$ cat config.mk
export PLATFORM = sky130hd
export DESIGN_NAME = seq_alu
export DESIGN_NICKNAME = d
export VERILOG_FILES = /design/src/rtl/alu_pkg.sv /design/src/rtl/alu_mul_iter.sv /design/src/rtl/seq_alu.sv
export SDC_FILE = /design/constraint.sdc
export NUM_CORES = 1
export LEC_CHECK = 0
export BUFFER_PORTS_ARGS = -buffer_cell sky130_fd_sc_hd__buf_4
export CAP_MARGIN = 5
export CORE_MARGIN = 2
export CORE_UTILIZATION = 50
export CTS_BUF_LIST = sky130_fd_sc_hd__clkbuf_4
export CTS_CLUSTER_DIAMETER = 150
export DETAILED_ROUTE_END_ITERATION = 8
export PLACE_DENSITY = 0.73
export RECOVER_POWER = 25
export SLEW_MARGIN = 20
export SYNTH_ARGS = -nofsm -noshare
export SYNTH_HDL_FRONTEND = slang
export SYNTH_SLANG_ARGS = --single-unit
$ cat constraint.sdc
create_clock -name clk -period 2.3 [get_ports clk]
set_input_delay 0.575 -clock clk [delete_from_list [all_inputs] [get_ports clk]]
set_output_delay 0.575 -clock clk [all_outputs]
set_load 0.01 [all_outputs]
$ cat src/rtl/alu_pkg.sv
// Shared types for the sequential ALU: opcode encoding, FSM states and flag bundle.
package alu_pkg;

   localparam int unsigned OP_W = 4;

   typedef enum logic [OP_W-1:0] {
      OP_ADD = 4'b0000,
      OP_SUB = 4'b0001,
      OP_MUL = 4'b0010,
      OP_SHL = 4'b0100,
      OP_SHR = 4'b0101,
      OP_ASR = 4'b0110,
      OP_AND = 4'b1000,
      OP_OR  = 4'b1001,
      OP_XOR = 4'b1010,
      OP_NOT = 4'b1100
   } alu_op_e;

   typedef enum logic [1:0] {
      ST_IDLE    = 2'd0,
      ST_MUL_RUN = 2'd1,
      ST_HOLD    = 2'd2
   } alu_state_e;

   typedef struct packed {
      logic carry;
      logic zero;
      logic overflow;
      logic sign;
      logic err;
   } alu_flags_t;

endpackage

$ cat src/rtl/alu_mul_iter.sv
// Iterative shift-add multiplier: one partial product per cycle after i_start.
// o_product_c carries the final product in the cycle o_done_c is high.
module alu_mul_iter #(
   parameter int unsigned MUL_HALF = 4
) (
   input  logic                    clk,
   input  logic                    rst_n,
   input  logic                    i_start,
   input  logic [MUL_HALF-1:0]     i_a,
   input  logic [MUL_HALF-1:0]     i_b,
   output logic                    o_done_c,
   output logic [2*MUL_HALF-1:0]   o_product_c
);

   localparam int unsigned PW = 2 * MUL_HALF;
   localparam int unsigned CW = $clog2(MUL_HALF + 1);

   logic                r_busy;
   logic [CW-1:0]       r_cnt;
   logic [PW-1:0]       r_acc;
   logic [PW-1:0]       r_mcand;
   logic [MUL_HALF-1:0] r_mplier;
   logic [PW-1:0]       w_acc_next;

   assign w_acc_next  = r_mplier[0] ? (r_acc + r_mcand) : r_acc;
   assign o_done_c    = r_busy && (r_cnt == CW'(MUL_HALF - 1));
   assign o_product_c = w_acc_next;

   // Multiplier bits are consumed LSB first while the multiplicand shifts left.
   always_ff @(posedge clk or negedge rst_n) begin
      if (!rst_n) begin
         r_busy   <= 1'b0;
         r_cnt    <= '0;
         r_acc    <= '0;
         r_mcand  <= '0;
         r_mplier <= '0;
      end else if (i_start) begin
         r_busy   <= 1'b1;
         r_cnt    <= '0;
         r_acc    <= '0;
         r_mcand  <= PW'(i_a);
         r_mplier <= i_b;
      end else if (r_busy) begin
         r_acc    <= w_acc_next;
         r_mcand  <= r_mcand << 1;
         r_mplier <= r_mplier >> 1;
         r_cnt    <= r_cnt + CW'(1);
         if (o_done_c) begin
            r_busy <= 1'b0;
         end
      end
   end

endmodule

$ cat src/rtl/seq_alu.sv
// Sequential ALU with valid/ready handshakes; single-cycle ops plus an iterative MUL,
// all results landing in one registered output bank held until consumed.
module seq_alu
   import alu_pkg::*;
#(
   parameter int unsigned WIDTH    = 8,
   parameter int unsigned MUL_HALF = WIDTH / 2
) (
   input  logic             clk,
   input  logic             rst_n,
   input  logic             in_valid,
   output logic             in_ready,
   input  logic [WIDTH-1:0] a,
   input  logic [WIDTH-1:0] b,
   input  logic [OP_W-1:0]  op,
   output logic             out_valid,
   input  logic             out_ready,
   output logic [WIDTH-1:0] result,
   output logic             carry,
   output logic             zero,
   output logic             overflow,
   output logic             sign,
   output logic             err
);

   localparam int unsigned SW  = WIDTH + 1;
   localparam int unsigned MSB = WIDTH - 1;

   alu_state_e          r_state;
   logic [WIDTH-1:0]    r_result;
   alu_flags_t          r_flags;

   logic                w_accept;
   logic                w_is_mul;
   logic                w_mul_done;
   logic                w_load;
   logic [2*MUL_HALF-1:0] w_product;

   logic                w_sub;
   logic [WIDTH-1:0]    w_b_eff;
   logic [WIDTH:0]      w_sum;
   logic                w_add_ovf;

   logic [WIDTH-1:0]    w_res;
   logic                w_carry;
   logic                w_ovf;
   logic                w_err;

   logic [WIDTH-1:0]    w_ld_res;
   alu_flags_t          w_ld_flags;

   assign in_ready  = (r_state == ST_IDLE) || ((r_state == ST_HOLD) && out_ready);
   assign out_valid = (r_state == ST_HOLD);
   assign w_accept  = in_valid && in_ready;
   assign w_is_mul  = (op == OP_MUL);
   assign w_load    = (w_accept && !w_is_mul) || ((r_state == ST_MUL_RUN) && w_mul_done);

   alu_mul_iter #(.MUL_HALF(MUL_HALF)) u_mul (
      .clk         (clk),
      .rst_n       (rst_n),
      .i_start     (w_accept && w_is_mul),
      .i_a         (a[MUL_HALF-1:0]),
      .i_b         (b[MUL_HALF-1:0]),
      .o_done_c    (w_mul_done),
      .o_product_c (w_product)
   );

   // SUB reuses the adder as a + ~b + 1, so signed overflow compares against ~b.
   assign w_sub     = (op == OP_SUB);
   assign w_b_eff   = w_sub ? ~b : b;
   assign w_sum     = {1'b0, a} + {1'b0, w_b_eff} + SW'(w_sub);
   assign w_add_ovf = (a[MSB] == w_b_eff[MSB]) && (w_sum[MSB] != a[MSB]);

   always_comb begin
      w_res   = '0;
      w_carry = 1'b0;
      w_ovf   = 1'b0;
      w_err   = 1'b0;
      case (op)
         OP_ADD, OP_SUB: begin
            w_res   = w_sum[WIDTH-1:0];
            w_carry = w_sum[WIDTH];
            w_ovf   = w_add_ovf;
         end
         OP_MUL: ;
         OP_SHL: begin
            w_res   = {a[WIDTH-2:0], 1'b0};
            w_carry = a[MSB];
         end
         OP_SHR: begin
            w_res   = {1'b0, a[WIDTH-1:1]};
            w_carry = a[0];
         end
         OP_ASR: begin
            w_res   = {a[MSB], a[WIDTH-1:1]};
            w_carry = a[0];
         end
         OP_AND:  w_res = a & b;
         OP_OR:   w_res = a | b;
         OP_XOR:  w_res = a ^ b;
         OP_NOT:  w_res = ~a;
         default: w_err = 1'b1;
      endcase
   end

   // Output bank source: multiplier product while MUL runs, otherwise the live datapath.
   always_comb begin
      w_ld_res            = w_res;
      w_ld_flags.carry    = w_carry;
      w_ld_flags.overflow = w_ovf;
      w_ld_flags.err      = w_err;
      if (r_state == ST_MUL_RUN) begin
         w_ld_res            = WIDTH'(w_product);
         w_ld_flags.carry    = 1'b0;
         w_ld_flags.overflow = 1'b0;
         w_ld_flags.err      = 1'b0;
      end
      w_ld_flags.zero = (w_ld_res == '0);
      w_ld_flags.sign = w_ld_res[MSB];
   end

   always_ff @(posedge clk or negedge rst_n) begin
      if (!rst_n) begin
         r_state <= ST_IDLE;
      end else begin
         case (r_state)
            ST_IDLE, ST_HOLD: begin
               if (w_accept) begin
                  r_state <= w_is_mul ? ST_MUL_RUN : ST_HOLD;
               end else if ((r_state == ST_HOLD) && out_ready) begin
                  r_state <= ST_IDLE;
               end
            end
            ST_MUL_RUN: begin
               if (w_mul_done) begin
                  r_state <= ST_HOLD;
               end
            end
            default: r_state <= ST_IDLE;
         endcase
      end
   end

   always_ff @(posedge clk or negedge rst_n) begin
      if (!rst_n) begin
         r_result <= '0;
         r_flags  <= '0;
      end else if (w_load) begin
         r_result <= w_ld_res;
         r_flags  <= w_ld_flags;
      end
   end

   assign result   = r_result;
   assign carry    = r_flags.carry;
   assign zero     = r_flags.zero;
   assign overflow = r_flags.overflow;
   assign sign     = r_flags.sign;
   assign err      = r_flags.err;

endmodule

==> impl_results.md, run 1 <==
* Measured slew at the worst slew-check pin at 0.953 ns
* Synthesized flop and latch total at 38
* Status: finished, violations left
* Post-Route Setup TNS at -4.40 ns
* Core Util, Final at 74.9%
* DR pass1 iterations at 7
* Yosys cell types at 59
* Final setup margin at -0.668 ns
* CTS tree: built
* Hpwl dp at 7530 um
* Fin. Hold Viols at 0
* Share of cells above drive strength 1 at 36.3%
* Syn Inst Count at 402
* CTS clock-pin slew for the worst setup and hold paths at 0.14 ns
* Detailed-route DRC error count at 0
* CTS Buf Count at 5
* Post-Syn Nets at 460
* Period utilisation layout at 129%
* Count of input and output buffers at 38
* Worst skew pair latency at 0.37 ns
* PwrDens at 686 nW/um^2
* RSZ-0062 raised after global routing: yes
* Power after layout at 3.32 mW
* Number of flops mapped to enable cells by yosys at 0
* Post-synth top cells: dfrtp_1, nand2_1, ha_1, inv_1, nor2_1
* Die H at 86.2 um
* Leakage power at 2.34 nW
* IR drop worst, VDD at 410 uV
* Largest net degree at the start of global routing at 39
* Slew Limit Fails at 0
* Post-synthesis sequential area ratio at 28.1%
* Worst Hold Class: primary input to async pin
* Worst R2R Path Depth at 10
* Reg2reg setup slack at -0.45 ns
* Global Route Usage Sum at 27.9%
* Initial antenna violation count at 0
* DR iter-0 viols at 342
* Failing checks: negative setup slack
* Max Root-Sink Buffers at 2
* Post-synth ARST share at 100%
* DR WL/cell at 16.6 um
* WP data arrival at 3.22 ns
* Post-Place Worst Slack at -1.05 ns
* Setup violators final at 10
* RR Startpoint: u_mul.r_mcand[0]$_DFFE_PN0P_
* Crit path max fanout at 6
* Cell taking the most area after synthesis: dfrtp_1
* Fmax at 0.337 GHz
* Area Growth Syn to Fin at 43.3%
* DP Cell Count at 594
* Global placer's final weighted congestion at 0.955
* Rel. slew slack at 36.5%
* Vias in the first global route at 3,388
* Crit path kind: primary input to register
* Die area at 7430 sq um
* Nature of the critical path startpoint: primary input
* # IOs at 39
* GRT Residual Overflow at 0
* Post-Syn Area at 3380 sq um
* Mean Syn Cell Area at 8.40 sq um
* First-pass GRT wire length at 16,400 um
* Final worst path period need at 2.97 ns
* Max_cap viols at 0
* Synth top area cells: dfrtp_1, ha_1, mux2i_1
* Die width at 86.2 um
* Vias per cell at 5.73
* Root buffer cell: clkbuf_4
* Vias at 3,485
* H-Tree Depth at 2
* Diode count at 0
* Drt total wl at 10,100 um
* Initial Utilization at 52.3%
* Post-route ant nets at 0
* Num rows at 29
* Worst EP required at 2.56 ns
* Sink Count at 38
* Core ar. at 6460 sq um
* Final nets at 588
* Share of the synthesized area in the top cell type at 28.1%
* Prevailing post-synth register cell: dfrtp_1
* Non-filler instance count after layout at 608
* Yosys warning count at 0
* Crit path capture type: register
* Clock Skew at 0.0197 ns
* R2R Path End: zero$_DFFE_PN0P_
final cells by class:
| cell class | instances | area [sq um] |
|---|---|---|
| Fill cell | 507 | 1620 |
| Inverter | 33 | 124 |
| Multi-Input combinational cell | 310 | 2470 |
| Timing Repair Buffer | 142 | 1090 |
| Tap cell | 77 | 96.3 |
| Clock inverter | 3 | 68.8 |
| Clock buffer | 5 | 37.5 |
| Sequential cell | 38 | 951 |
where the power goes:
part           leakage (nW)  switching (mW)  internal [mW]
clock                0.0554           0.255          0.340
sequential            0.499           0.167          0.853
combinational          1.79           0.831          0.873
total                  2.34            1.25           2.07
metal layers:
layer	global-route usage, %	up-vias	share of wire, %
met5	0	-	0
met4	7.24	0	2.0
met3	3.33	17	5.4
met2	47.1	122	48
met1	38.0	1645	45
li1	-	1701	-
repair_timing:
item	in CTS	in global routing
hold buffers	0	0
resized for setup	36	11
setup endpoints to repair	10	12
pin swaps	14	8
buffers inserted	4	2
how the worst max path moves through the flow:
stage,from,to,slack (ns),cells past startpoint
2_1_floorplan,op[1],zero$_DFFE_PN0P_,-0.85,11
3_3_place_gp,op[1],zero$_DFFE_PN0P_,-0.99,12
3_5_place_dp,op[1],zero$_DFFE_PN0P_,-1.05,12
4_1_cts,op[1],zero$_DFFE_PN0P_,-0.65,11
5_1_grt,op[1],zero$_DFFE_PN0P_,-0.76,13
6_report,op[1],zero$_DFFE_PN0P_,-0.67,12
through the flow:
stage	hold slack (ns)	instance area (sq um)
after CTS	0.155	4760
after floorplan	0.279	3410
after global placement	0.465	4450
final	0.318	4840
after global routing	0.395	4840
after detailed placement	0.474	4450
kinds of logic (layout without fill, tap and decap cells):
family                     count (synthesis)  after routing  synth area share, %
AOI/OAI and AO/OA                        101            101                 20.4
xor gates and xnor gates                  19             19                 4.93
adders and majority gates                 34             34                 13.0
buffers and inverters                     54            183                 6.37
DFF                                       38             38                 28.1
muxes                                     30             30                 9.07
and+or+nand+nor                          126            126                 18.1
worst max-delay path: stages:
cell	delay, ns
buf_6	0.09
or4b_4	0.62
buf_6	0.17
xnor2_4	0.17
ha_4	0.24
a21oi_4	0.20
a21boi_4	0.10
nor4_2	0.38
a41oi_4	0.07
a2bb2oi_2	0.24
nor4_2	0.09
a32o_1	0.27
sequential cells by signal, indices dropped and copies added, names as in the netlist:
name and flops:
result 8, u_mul.r_acc 8, u_mul.r_mcand 8, u_mul.r_mplier 4, u_mul.r_cnt 3, r_state 2
carry 1, err 1, overflow 1, u_mul.r_busy 1, zero 1
cells in the final DEF (no fill, tap or decap), types with 3 or more instances in the layout:
cell type and n:
buf_4 135, mux2i_1 24, or3_1 4, xor2_1 5
mux2_2 4, nor2_1 28, a21oi_1 23, xnor2_2 3
o21ai_1 3, nand3b_1 3, a32o_1 3, a22oi_1 3
nor2b_1 9, nand2b_1 8, buf_6 5, o22ai_1 3
ha_1 28, nor3_1 3, dfrtp_1 38, nand3_1 16
clkbuf_4 5, xnor2_1 10, nand2_1 38, inv_1 31
o21ai_0 19, o211ai_1 5
No activity file was read; power rests on OpenSTA's default activity.
==> run 2: changes to the inputs <==
--- a/config.mk
+++ b/config.mk
@@ -11,8 +11,9 @@
 export CORE_UTILIZATION = 50
 export CTS_BUF_LIST = sky130_fd_sc_hd__clkbuf_4
 export CTS_CLUSTER_DIAMETER = 150
+export CTS_CLUSTER_SIZE = 12
 export DETAILED_ROUTE_END_ITERATION = 8
-export PLACE_DENSITY = 0.73
+export PLACE_DENSITY_LB_ADDON = 0.25
 export RECOVER_POWER = 25
 export SLEW_MARGIN = 20
 export SYNTH_ARGS = -nofsm -noshare
==> impl_results.md, run 2 (synthesized netlist as in run 1, its figures left out) <==
* Crit path kind: primary input to register
* Switching share of power at 39.0% (+1.3 points)
* Vias in the first global route at 3,486 (+2.9%)
* RSZ-0062 raised after global routing: yes
* CTS tree: built
* Post-Route Setup TNS at -5.29 ns (-0.884 ns)
* First-pass GRT wire length at 16,400 um (+0.17%)
* Die area at 7430 sq um (unchanged)
* Most common cell after layout, fill and taps aside: buf_4
* Fin area at 4720 sq um (-2.4%)
* Worst Hold Class: primary input to async pin
* Initial Utilization at 52.3% (unchanged)
* Max Root-Sink Buffers at 2 (unchanged)
* Drt total wl at 10,100 um (-0.39%)
* Area Growth Syn to Fin at 39.8%
* Final setup margin at -0.775 ns (-0.107 ns)
* Final worst path period need at 3.07 ns (+0.107 ns)
* Die H at 86.2 um (unchanged)
* Failing checks: negative setup slack
* Global placer's final weighted congestion at 0.968 (+1.4%)
* Share of cells above drive strength 1 at 34.8% (-1.5 points)
* DR iter-0 viols at 360 (+5.3%)
* Vias per cell at 5.76 (+0.44%)
* Hpwl dp at 7510 um (-0.39%)
* CTS Buf Count at 5 (unchanged)
* GRT Residual Overflow at 0 (unchanged)
* Detailed-route DRC error count at 0 (unchanged)
* Post-route ant nets at 0 (unchanged)
* Count of input and output buffers at 38 (unchanged)
* Sink Count at 38 (unchanged)
* Core ar. at 6460 sq um (unchanged)
* Rel. slew slack at 36.1% (-0.39 points)
* H-Tree Depth at 2 (unchanged)
* Nature of the critical path startpoint: primary input
* Crit path max fanout at 5 (-1)
* # IOs at 39 (unchanged)
* WP data arrival at 3.38 ns (+0.16 ns)
* Sequential Power Share at 31.8% (+1.1 points)
* Root buffer cell: clkbuf_4
* Setup violators final at 10 (unchanged)
* DR WL/cell at 16.7 um (+0.11%)
* Die width at 86.2 um (unchanged)
* Worst skew pair latency at 0.37 ns (about the same)
* Leakage power at 2.30 nW (-1.8%)
* Largest net degree at the start of global routing at 39 (unchanged)
* CTS clock-pin slew for the worst setup and hold paths at 0.14 ns (about the same)
* Period utilisation layout at 134% (+4.7 points)
* Hold_buf cts at 0 (unchanged)
* Vias at 3,483 (-0.057%)
* Crit path capture type: register
* Pint at 1.93 mW (-6.5%)
* Diode count at 0 (unchanged)
* Slew Limit Fails at 0 (unchanged)
* Combinational power share at 52.9% (+1.6 points)
* DR pass1 iterations at 5 (-2)
* Area after DPL at 4420 sq um (-0.62%)
* PwrDens at 670 nW/um^2 (-2.3%)
* Global Route Usage Sum at 27.7% (-0.19 points)
* Final nets at 585 (-0.51%)
* Fmax at 0.325 GHz (-3.5%)
* Initial antenna violation count at 0 (unchanged)
* Fin. Hold Viols at 0 (unchanged)
* Num rows at 29 (unchanged)
* IR drop worst, VDD at 420 uV (+2.4%)
* Max_cap viols at 0 (unchanged)
* Status: finished, violations left
* Worst R2R Path Depth at 10 (unchanged)
* Clock power share at 15.2% (-2.7 points)
* Clock Skew at 0.0181 ns (-0.00166 ns)
* Power after layout at 3.17 mW (-4.6%)
* Worst EP required at 2.61 ns (+0.05 ns)
* Sw power at 1.23 mW (-1.4%)
* Commonest cells after routing, fill and taps aside: buf_4, nand2_1, dfrtp_1
* Measured slew at the worst slew-check pin at 0.959 ns (+0.00581 ns)
run 2: changes by cell type in the layout (fill, tap and decap cells not counted), moves of 2 or more:
cell and change:
buf_4 -2, clkinvlp_4 +2, ha_1 +2, nor4_1 +2, nor4_2 -2, xnor2_2 +2
run 2: layout make-up:
cell class / instances / area [sq um]
clock buffer: 5 / 37.5
tap: 77 / 96.3
sequential: 38 / 951
clock inverter: 3 / 45.0
fill: 507 / 1740
inverter: 33 / 124
multi-input combinational: 310 / 2400
timing repair buffer: 139 / 1070
run 2: worst max-delay path, cell delays in order:
cell and delay, ns:
buf_6 0.09, or4b_4 0.61, xnor2_2 0.17, ha_1 0.35
nand3b_1 0.16, o2111ai_4 0.26, a2111oi_4 0.11, o41a_1 0.40
xnor2_1 0.16, a221oi_2 0.27, a32o_1 0.20
run 2: final timing paths:
kind,start,end,slack (ns)
max,op[1],zero$_DFFE_PN0P_,-0.77
min,rst_n,u_mul.r_mcand[7]$_DFFE_PN0P_,0.32
max reg2reg,u_mul.r_acc[0]$_DFFE_PN0P_,zero$_DFFE_PN0P_,-0.40
min reg2reg,zero$_DFFE_PN0P_,zero$_DFFE_PN0P_,0.51
max in group asynchronous,rst_n,result[7]$_DFFE_PN0P_,1.37
min in group clk,out_ready,r_state[1]$_DFFE_PN0P_,0.40
run 2: stage by stage:
step	worst slack [ns]	hold slack, ns	utilization, %	instances
floorplan	-0.854	0.279	-	402
global placement	-0.975	0.461	68.5	590
detailed placement	-1.11	0.481	68.5	590
CTS	-0.711	0.161	71.4	601
global route	-0.865	0.424	73.1	605
finish	-0.775	0.321	73.1	605
run 2: repair_timing:
action                                  CTS  global route
pin swaps                                 6             5
setup buffers                             3             5
gates resized for setup                  18            18
endpoints found under the hold margin     0             0
endpoints found under the setup margin   10            12
run 2: metal layers:
metal / vias up / track usage [%] / routed length (um)
li1: 1694 / - / -
met1: 1634 / 38.7 / 4640
met2: 131 / 45.5 / 4720
met3: 24 / 3.05 / 507
met4: 0 / 7.95 / 210
met5: - / 0 / 0
run 2: power by group through the flow:
stage          Clock [mW]  Sequential [mW]  Combinational (mW)
6_report            0.483             1.01                1.68
5_1_grt             0.508             1.03                1.85
4_1_cts             0.489             1.01                1.60
3_5_place_dp            0             1.02                1.55
3_3_place_gp            0             1.01                1.50
2_1_floorplan           0            0.993               0.910
